File: src/rtl/gat_feat_pkg.sv
// Shared constants, FSM encodings and width helper for the GAT feature streamer.
// Default sizes match the full accelerator build; the top re-derives widths from its own parameters.
package gat_feat_pkg;

    localparam int DEF_NEW_FEATURE_WIDTH  = 32;
    localparam int DEF_NUM_SUBGRAPHS      = 2708;
    localparam int DEF_NUM_FEATURE_OUT    = 16;
    localparam int DEF_NEW_FEATURE_DEPTH  = DEF_NUM_SUBGRAPHS * DEF_NUM_FEATURE_OUT;
    localparam int NEW_FEATURE_ADDR_W     = $clog2(DEF_NEW_FEATURE_DEPTH);
    localparam int BRAM_RD_LAT            = 1;
    localparam int FIFO_DEPTH             = 2;

    typedef logic [2:0] state_t;
    localparam state_t ST_IDLE  = 3'd0;
    localparam state_t ST_READ  = 3'd1;
    localparam state_t ST_DRAIN = 3'd2;
    localparam state_t ST_DONE  = 3'd3;
    localparam state_t ST_ARMED = 3'd4;

    // Index width that never collapses to zero bits for single-entry ranges.
    function automatic int idx_width(input int n);
        return (n > 1) ? $clog2(n) : 1;
    endfunction

    localparam int FEAT_IDX_W = idx_width(DEF_NUM_FEATURE_OUT);
    localparam int NODE_IDX_W = idx_width(DEF_NUM_SUBGRAPHS);

endpackage

File: src/rtl/gat_feat_fifo2.sv
// Two-entry skid FIFO; the head always sits in slot0 so the stream outputs come straight from flops.
module gat_feat_fifo2
    import gat_feat_pkg::*;
#(
    parameter int W = DEF_NEW_FEATURE_WIDTH + 2
) (
    input  logic         clk,
    input  logic         rst,
    input  logic         push_i,
    input  logic [W-1:0] din_i,
    input  logic         pop_i,
    output logic [W-1:0] dout_o,
    output logic         valid_o,
    output logic [1:0]   count_o
);

    logic [W-1:0] slot0_q, slot0_d;
    logic [W-1:0] slot1_q, slot1_d;
    logic [1:0]   count_q, count_d;
    logic         valid_q, valid_d;

    // Next-state: upstream never pushes into a full FIFO without a simultaneous pop.
    always_comb begin
        slot0_d = slot0_q;
        slot1_d = slot1_q;
        count_d = count_q;
        case ({push_i, pop_i})
            2'b10: begin
                if (count_q == 2'd0) begin
                    slot0_d = din_i;
                end else begin
                    slot1_d = din_i;
                end
                count_d = count_q + 2'd1;
            end
            2'b01: begin
                slot0_d = slot1_q;
                count_d = count_q - 2'd1;
            end
            2'b11: begin
                if (count_q == 2'd1) begin
                    slot0_d = din_i;
                end else begin
                    slot0_d = slot1_q;
                    slot1_d = din_i;
                end
            end
            default: begin
                count_d = count_q;
            end
        endcase
        valid_d = (count_d != 2'd0);
    end

    // Storage and occupancy registers.
    always_ff @(posedge clk or posedge rst) begin
        if (rst) begin
            slot0_q <= {W{1'b0}};
            slot1_q <= {W{1'b0}};
            count_q <= 2'd0;
            valid_q <= 1'b0;
        end else begin
            slot0_q <= slot0_d;
            slot1_q <= slot1_d;
            count_q <= count_d;
            valid_q <= valid_d;
        end
    end

    assign dout_o  = slot0_q;
    assign valid_o = valid_q;
    assign count_o = count_q;

endmodule

File: src/rtl/gat_feat_streamer.sv
// Drains the new-feature BRAM as a backpressured valid/ready burst after gat_ready rises.
// Optional per-node argmax classifier outputs are enabled with `define GAT_FEAT_ARGMAX_EN.
module gat_feat_streamer
    import gat_feat_pkg::*;
#(
    parameter int  NEW_FEATURE_WIDTH = DEF_NEW_FEATURE_WIDTH,
    parameter int  NUM_SUBGRAPHS     = DEF_NUM_SUBGRAPHS,
    parameter int  NUM_FEATURE_OUT   = DEF_NUM_FEATURE_OUT,
    localparam int DEPTH             = NUM_SUBGRAPHS * NUM_FEATURE_OUT,
    localparam int ADDR_W            = $clog2(DEPTH),
    localparam int F_W               = idx_width(NUM_FEATURE_OUT),
    localparam int N_W               = idx_width(NUM_SUBGRAPHS)
) (
    input  logic                         clk,
    input  logic                         rst,
    input  logic                         gat_ready,
    output logic [ADDR_W+1:0]            feat_bram_addrb,
    input  logic [NEW_FEATURE_WIDTH-1:0] feat_bram_dout,
    output logic [NEW_FEATURE_WIDTH-1:0] m_tdata,
    output logic                         m_tvalid,
    input  logic                         m_tready,
    output logic                         m_tuser,
    output logic                         m_tlast,
    output logic                         busy,
    output logic                         done
`ifdef GAT_FEAT_ARGMAX_EN
    ,
    output logic                         cls_valid,
    output logic [F_W-1:0]               cls_idx,
    output logic [N_W-1:0]               cls_node
`endif
);

    localparam int W      = NEW_FEATURE_WIDTH;
    localparam int WIDX_W = ADDR_W + 1;
    localparam logic [WIDX_W-1:0] LAST_WORD  = WIDX_W'(DEPTH - 1);
    localparam logic [WIDX_W-1:0] WORD_ONE   = WIDX_W'(1);
    localparam logic [F_W-1:0]    FEAT_LAST  = F_W'(NUM_FEATURE_OUT - 1);
    localparam logic [F_W-1:0]    FEAT_ONE   = F_W'(1);
    localparam logic [1:0]        FIFO_SLOTS = 2'(FIFO_DEPTH);

    state_t              state_q, state_d;
    logic                gat_q, seen_q;
    logic [WIDX_W-1:0]   word_idx_q, word_idx_d, word_nxt_s;
    logic [F_W-1:0]      feat_idx_q, feat_idx_d;
    logic [ADDR_W+1:0]   addrb_q, addrb_d;
    logic                infl_q, infl_d, infl_user_q, infl_user_d, infl_last_q, infl_last_d;
    logic                busy_q, busy_d, done_q, done_d;
    logic                start_s, pop_s, room_s, issue_s;
    logic [1:0]          fifo_count_s, used_s;
    logic [W+1:0]        head_s;

    // The edge detector ignores the first sampled level so a high gat_ready out of reset starts nothing.
    assign start_s    = seen_q & gat_ready & ~gat_q;
    assign pop_s      = m_tvalid & m_tready;
    assign word_nxt_s = word_idx_q + WORD_ONE;

    // Issue control: a slot freed by this cycle's handshake counts as room, keeping 1 word/cycle.
    always_comb begin
        used_s  = fifo_count_s + {1'b0, infl_q};
        room_s  = pop_s ? (used_s <= FIFO_SLOTS) : (used_s < FIFO_SLOTS);
        issue_s = (state_q == ST_READ) && room_s;
    end

    // FSM and counters; addrb always holds the address the BRAM will read at the next edge.
    always_comb begin
        state_d     = state_q;
        word_idx_d  = word_idx_q;
        feat_idx_d  = feat_idx_q;
        addrb_d     = addrb_q;
        infl_d      = issue_s;
        infl_user_d = (feat_idx_q == FEAT_LAST);
        infl_last_d = (word_idx_q == LAST_WORD);
        case (state_q)
            ST_IDLE: begin
                if (start_s) begin
                    state_d    = ST_READ;
                    word_idx_d = {WIDX_W{1'b0}};
                    feat_idx_d = {F_W{1'b0}};
                    addrb_d    = {(ADDR_W + 2){1'b0}};
                end else begin
                    state_d = ST_IDLE;
                end
            end
            ST_READ: begin
                if (issue_s) begin
                    word_idx_d = word_nxt_s;
                    feat_idx_d = (feat_idx_q == FEAT_LAST) ? {F_W{1'b0}} : feat_idx_q + FEAT_ONE;
                    if (word_idx_q == LAST_WORD) begin
                        state_d = ST_DRAIN;
                    end else begin
                        addrb_d = {word_nxt_s[ADDR_W-1:0], 2'b00};
                    end
                end else begin
                    state_d = ST_READ;
                end
            end
            ST_DRAIN: begin
                if (pop_s && m_tlast) begin
                    state_d = ST_DONE;
                end else begin
                    state_d = ST_DRAIN;
                end
            end
            ST_DONE: begin
                state_d    = ST_ARMED;
                word_idx_d = {WIDX_W{1'b0}};
                feat_idx_d = {F_W{1'b0}};
                addrb_d    = {(ADDR_W + 2){1'b0}};
            end
            ST_ARMED: begin
                if (!gat_ready) begin
                    state_d = ST_IDLE;
                end else begin
                    state_d = ST_ARMED;
                end
            end
            default: begin
                state_d = ST_IDLE;
            end
        endcase
        busy_d = (state_d == ST_READ) || (state_d == ST_DRAIN);
        done_d = (state_d == ST_DONE);
    end

    // Control, counter and read-pipeline registers.
    always_ff @(posedge clk or posedge rst) begin
        if (rst) begin
            state_q     <= ST_IDLE;
            gat_q       <= 1'b0;
            seen_q      <= 1'b0;
            word_idx_q  <= {WIDX_W{1'b0}};
            feat_idx_q  <= {F_W{1'b0}};
            addrb_q     <= {(ADDR_W + 2){1'b0}};
            infl_q      <= 1'b0;
            infl_user_q <= 1'b0;
            infl_last_q <= 1'b0;
            busy_q      <= 1'b0;
            done_q      <= 1'b0;
        end else begin
            state_q     <= state_d;
            gat_q       <= gat_ready;
            seen_q      <= 1'b1;
            word_idx_q  <= word_idx_d;
            feat_idx_q  <= feat_idx_d;
            addrb_q     <= addrb_d;
            infl_q      <= infl_d;
            infl_user_q <= infl_user_d;
            infl_last_q <= infl_last_d;
            busy_q      <= busy_d;
            done_q      <= done_d;
        end
    end

    gat_feat_fifo2 #(
        .W (W + 2)
    ) u_fifo (
        .clk     (clk),
        .rst     (rst),
        .push_i  (infl_q),
        .din_i   ({feat_bram_dout, infl_user_q, infl_last_q}),
        .pop_i   (pop_s),
        .dout_o  (head_s),
        .valid_o (m_tvalid),
        .count_o (fifo_count_s)
    );

    assign m_tdata         = head_s[W+1:2];
    assign m_tuser         = head_s[1];
    assign m_tlast         = head_s[0];
    assign feat_bram_addrb = addrb_q;
    assign busy            = busy_q;
    assign done            = done_q;

`ifdef GAT_FEAT_ARGMAX_EN
    logic [F_W-1:0]        out_feat_q, out_feat_d, max_idx_q, max_idx_d, cand_idx_s;
    logic [N_W-1:0]        out_node_q, out_node_d;
    logic signed [W-1:0]   max_q, max_d;
    logic                  take_s;
    logic                  cls_valid_q, cls_valid_d;
    logic [F_W-1:0]        cls_idx_q, cls_idx_d;
    logic [N_W-1:0]        cls_node_q, cls_node_d;

    // Running signed max over handshaken words; only a strictly greater value moves the index.
    always_comb begin
        out_feat_d  = out_feat_q;
        out_node_d  = out_node_q;
        max_d       = max_q;
        max_idx_d   = max_idx_q;
        cls_valid_d = 1'b0;
        cls_idx_d   = cls_idx_q;
        cls_node_d  = cls_node_q;
        take_s      = (out_feat_q == {F_W{1'b0}}) || ($signed(m_tdata) > max_q);
        cand_idx_s  = take_s ? out_feat_q : max_idx_q;
        if ((state_q == ST_IDLE) && start_s) begin
            out_feat_d = {F_W{1'b0}};
            out_node_d = {N_W{1'b0}};
        end else if (pop_s) begin
            max_d     = take_s ? $signed(m_tdata) : max_q;
            max_idx_d = cand_idx_s;
            if (out_feat_q == FEAT_LAST) begin
                out_feat_d  = {F_W{1'b0}};
                out_node_d  = out_node_q + N_W'(1);
                cls_valid_d = 1'b1;
                cls_idx_d   = cand_idx_s;
                cls_node_d  = out_node_q;
            end else begin
                out_feat_d = out_feat_q + FEAT_ONE;
            end
        end else begin
            out_feat_d = out_feat_q;
        end
    end

    // Argmax tracking and classifier output registers.
    always_ff @(posedge clk or posedge rst) begin
        if (rst) begin
            out_feat_q  <= {F_W{1'b0}};
            out_node_q  <= {N_W{1'b0}};
            max_q       <= {W{1'b0}};
            max_idx_q   <= {F_W{1'b0}};
            cls_valid_q <= 1'b0;
            cls_idx_q   <= {F_W{1'b0}};
            cls_node_q  <= {N_W{1'b0}};
        end else begin
            out_feat_q  <= out_feat_d;
            out_node_q  <= out_node_d;
            max_q       <= max_d;
            max_idx_q   <= max_idx_d;
            cls_valid_q <= cls_valid_d;
            cls_idx_q   <= cls_idx_d;
            cls_node_q  <= cls_node_d;
        end
    end

    assign cls_valid = cls_valid_q;
    assign cls_idx   = cls_idx_q;
    assign cls_node  = cls_node_q;
`endif

endmodule
File: config.mk
export PLATFORM = sky130hd
export DESIGN_NAME = gat_feat_streamer
export DESIGN_NICKNAME = d
export VERILOG_FILES = /design/src/rtl/gat_feat_pkg.sv /design/src/rtl/gat_feat_fifo2.sv /design/src/rtl/gat_feat_streamer.sv
export SDC_FILE = /design/constraint.sdc
export NUM_CORES = 1
export LEC_CHECK = 0
export CAP_MARGIN = 20
export CELL_PAD_IN_SITES_DETAIL_PLACEMENT = 2
export CELL_PAD_IN_SITES_GLOBAL_PLACEMENT = 2
export CORE_MARGIN = 2
export CORE_UTILIZATION = 38
export CTS_BUF_LIST = sky130_fd_sc_hd__clkbuf_8
export CTS_CLUSTER_DIAMETER = 100
export DETAILED_ROUTE_END_ITERATION = 8
export PLACE_DENSITY = 0.91
export SYNTH_ARGS = -nofsm -noshare
export SYNTH_HDL_FRONTEND = slang
export SYNTH_SLANG_ARGS = --single-unit
File: constraint.sdc
create_clock -name clk -period 5.5 [get_ports clk]
set_input_delay 0.825 -clock clk [delete_from_list [all_inputs] [get_ports clk]]
set_output_delay 0.825 -clock clk [all_outputs]
set_load 0.02 [all_outputs]
==> key figures <==
Timing
  – Relative max-transition margin: 0.334
  – Max Slew Vio Count: 0
  – Setup TNS: 0 ns
  – Post-layout min period: a little over 3 ns
  – RSZ-0062 raised after global routing: no
  – Fmax: 321 MHz
  – Final Setup Violations: 0
  – Period utilization: 0.566
  – Worst Tran Pin Value: 0.999 ns
  – Slack of the critical path: 2.38 ns
  – Skew final: 0.0139 ns
  – Final Hold Fails: 0

Logic synthesis
  – Dominant cells by area after synthesis: dfrtp_1 55%, mux2_2 7.3%, a22oi_1 4.7%
  – Top-count cell post-synth: dfrtp_1
  – Asr flop ratio synth: 1.00
  – Post-synth EDFFs: 0
  – Synth area leader: dfrtp_1
  – Synth cell count leaders: 118 x dfrtp_1, 43 x nor2_1, 42 x a21oi_1
  – Mapped Cells: 496
  – Mean post-synth cell area: 10.8 um^2
  – Top-area cell type share of the netlist area: 0.549
  – Syn Std Cell Area: between 0.005 and 0.006 mm^2
  – Synth warn: 0
  – Post-synthesis sequential area ratio: 0.549
  – Synthesized flop and latch total: 118
  – Synth cell types: 53
  – Ys flop type: dfrtp_1

Drt
  – Avg WL per Cell: 25.9 um
  – DR WL met3: between 700 and 800 um
  – Antenna-violating nets left: 0
  – Top sig layer: met4
  – Met1 Wirelength: 8290 um
  – Via count: ~4.5k
  – DRC Markers: 0
  – Initial DRT Pass Iterations: 4
  – Met2 WL: 10400 um
  – Initial DRC Count: 306
  – Vias/cell: 5.83
  – WL final: 19900 um

Min path
  – Hold Crit Depth: 2
  – Hold path startpoint: feat_bram_addrb[13]$_DFFE_PP0P_
  – Worst hold path class: flop to flop
  – Hold endpoint: feat_bram_addrb[13]$_DFFE_PP0P_

Cells and area
  – Multi-input gate area: 0.00222 mm^2
  – Antenna diodes: 0
  – Filler cells: 1354
  – Register Area: 0.00295 mm^2
  – Layout cells sized above 1: 0.143
  – Synthesis-to-layout area growth: 28.0%
  – Final net count: 623

Floorplan
  – Die W: 123 um
  – Die area: between 0.015 and 0.02 mm^2
  – Row cnt: 43
  – Core area: 0.0138 mm^2
  – IO Pins: slightly above 90
  – Starting Density: 0.389
  – Die Span Y: about 120 um

Placed design
  – Pre-CTS setup slack: 2.10 ns
  – GP Congestion: ~0.86
  – Number of I/O port buffers: 88
  – Dpl hpwl: 12200 um

Clock network
  – CTS max path bufs: 2
  – Clock Tree Root: clkbuf_8
  – H-tree Lvls: 4
  – Setup Fix Bufs, Post-CTS: 0
  – CTS tree: yes
  – Worst-Skew Late Latency: approximately 0.46 ns
  – Hold Buf Count CTS: 0
  – Clock sink count: 118
  – Clock transition at the registers of the reported paths: 0.07 ns
  – Post-CTS Resized: 0
  – CTS Buf Count: 17

Power and ir drop
  – Pwr Density: 617 mW/mm^2
  – P_sw: 1760 uW
  – Seq pwr share: 0.340
  – Part of the power in combinational logic: 0.448
  – Worst VDD drop: 0.203 mV
  – P_int: approximately 2500 uW
  – Sw Share: 0.413
  – Clk network pwr share: 0.212
  – Leak pwr: 0.00286 uW

Run status
  – Status: finished clean

Critical path
  – CP Launch Point: m_tready
  – Critical path peak fanout: 40
  – CP Data Required Time: 5.85 ns
  – Flop2flop setup slack: 2.61 ns
  – Worst Setup End Kind: flop
  – Worst r2r path cells: 6
  – CP arrival: 3.47 ns
  – CP Launch Type: input pin
  – RR Startpoint: state_q[0]$_DFF_PP0_
  – Setup CP Type: input pin to flop
  – R2R Path End: word_idx_q[9]$_DFFE_PP0P_

Global routing
  – Gr usage total: 0.271
  – Vias in the first global route: 5170
  – Initial antenna violation count: 0
  – Largest net degree at the start of global routing: 77
  – First-pass GRT wire length: 30400 um
  – GRT overflow: 0

Run
  – Max-cap violations: 0
[power groups by stage]
stage               combinational, uW  clock (uW)  sequential (uW)
CTS                              1890         907             1440
finish                           1900         901             1440
global route                     2040         951             1470
floorplan                         996           0             1530
detailed placement               1830           0             1440
global placement                 1660           0             1380
[per-stage QoR]
stage | hold slack [ns] | utilization | total power, uW | cells | area, um^2
2_1_floorplan | 0.440 | - | 2520 | 497 | 5380
4_1_cts | 0.514 | 0.494 | 4230 | 767 | 6830
3_3_place_gp | 0.462 | 0.461 | 3040 | 735 | 6370
6_report | 0.514 | 0.498 | 4250 | 769 | 6880
5_1_grt | 0.533 | 0.498 | 4470 | 769 | 6880
3_5_place_dp | 0.481 | 0.463 | 3270 | 737 | 6400
[metal layers]
| layer | global-route usage | up-vias |
|---|---|---|
| met4 | 0.0987 | 0 |
| met5 | 0 | - |
| met2 | 0.475 | 143 |
| met3 | 0.0466 | 40 |
| met1 | 0.334 | 2355 |
| li1 | - | 1947 |
[worst max path at each step]
stage / to / slack (ns) / cells after the start
after detailed placement: u_fifo.dout_o[23]$_DFFE_PP0P_ / 2.10 / 7
after global routing: u_fifo.dout_o[11]$_DFFE_PP0P_ / 2.24 / 7
after floorplan: busy$_DFF_PP0_ / 1.55 / 1
final: u_fifo.dout_o[0]$_DFFE_PP0P_ / 2.38 / 7
after global placement: u_fifo.dout_o[24]$_DFFE_PP0P_ / 2.27 / 7
after CTS: word_idx_q[9]$_DFFE_PP0P_ / 2.44 / 5
[cell usage in the layout (no fill, tap or decap), types with 4 or more instances in the layout]
| cell type | synthesis | final |
|---|---|---|
| o21ai_0 | 24 | 24 |
| ha_1 | 9 | 9 |
| clkbuf_8 | 0 | 17 |
| o41ai_1 | 4 | 4 |
| mux2_2 | 35 | 35 |
| nor2_1 | 43 | 43 |
| clkdlybuf4s50_1 | 0 | 88 |
| xnor2_1 | 7 | 7 |
| nand4_1 | 6 | 6 |
| inv_1 | 11 | 13 |
| nand3_1 | 22 | 22 |
| bufinv_16 | 0 | 5 |
| dfrtp_1 | 118 | 118 |
| xor2_1 | 8 | 8 |
| a21oi_1 | 42 | 41 |
| nand2_1 | 27 | 27 |
| buf_4 | 4 | 6 |
| o31ai_1 | 15 | 15 |
| a22oi_1 | 34 | 34 |
| a21o_1 | 4 | 4 |
| a31oi_1 | 5 | 5 |
| nor3_1 | 5 | 5 |
[kinds of logic (layout without fill, tap and decap cells)]
kind of cell,count (synthesis),count (layout),share of synthesized area
XOR/XNOR,15,15,0.0244
adder cells (fa/ha/maj),9,9,0.0209
buffers and inverters,47,139,0.0409
flip-flops,118,118,0.549
other,2,3,0.00140
AO/OA/AOI/OAI,141,141,0.169
AND/OR/NAND/NOR,127,127,0.117
multiplexers,37,37,0.0770
[state kept, by name, indices dropped and copies added, names as in the netlist]
register	count
u_fifo.count_o	2
busy	1
feat_idx_q	4
word_idx_q	17
infl_user_q	1
infl_q	1
seen_q	1
state_q	3
infl_last_q	1
u_fifo.valid_o	1
gat_q	1
feat_bram_addrb	16
u_fifo.slot1_q	34
u_fifo.dout_o	34
done	1
[critical path: stages]
cell and delay, ns:
clkdlybuf4s50_1 0.51, nand2_1 0.18, ha_1 0.36, a21oi_4 0.75
buf_4 0.52, nor2_1 0.09, a21oi_1 0.19
[area by class of cell]
cell class	instances	share of cell area
clock buffers	17	0.0340
clock inverters	13	0.0278
inverters	12	0.00691
multi-input cells	332	0.323
flip-flops and latches	118	0.429
well taps	180	0.0327
repair buffers	97	0.146
Note: power is estimated with default switching activity, not from simulation.
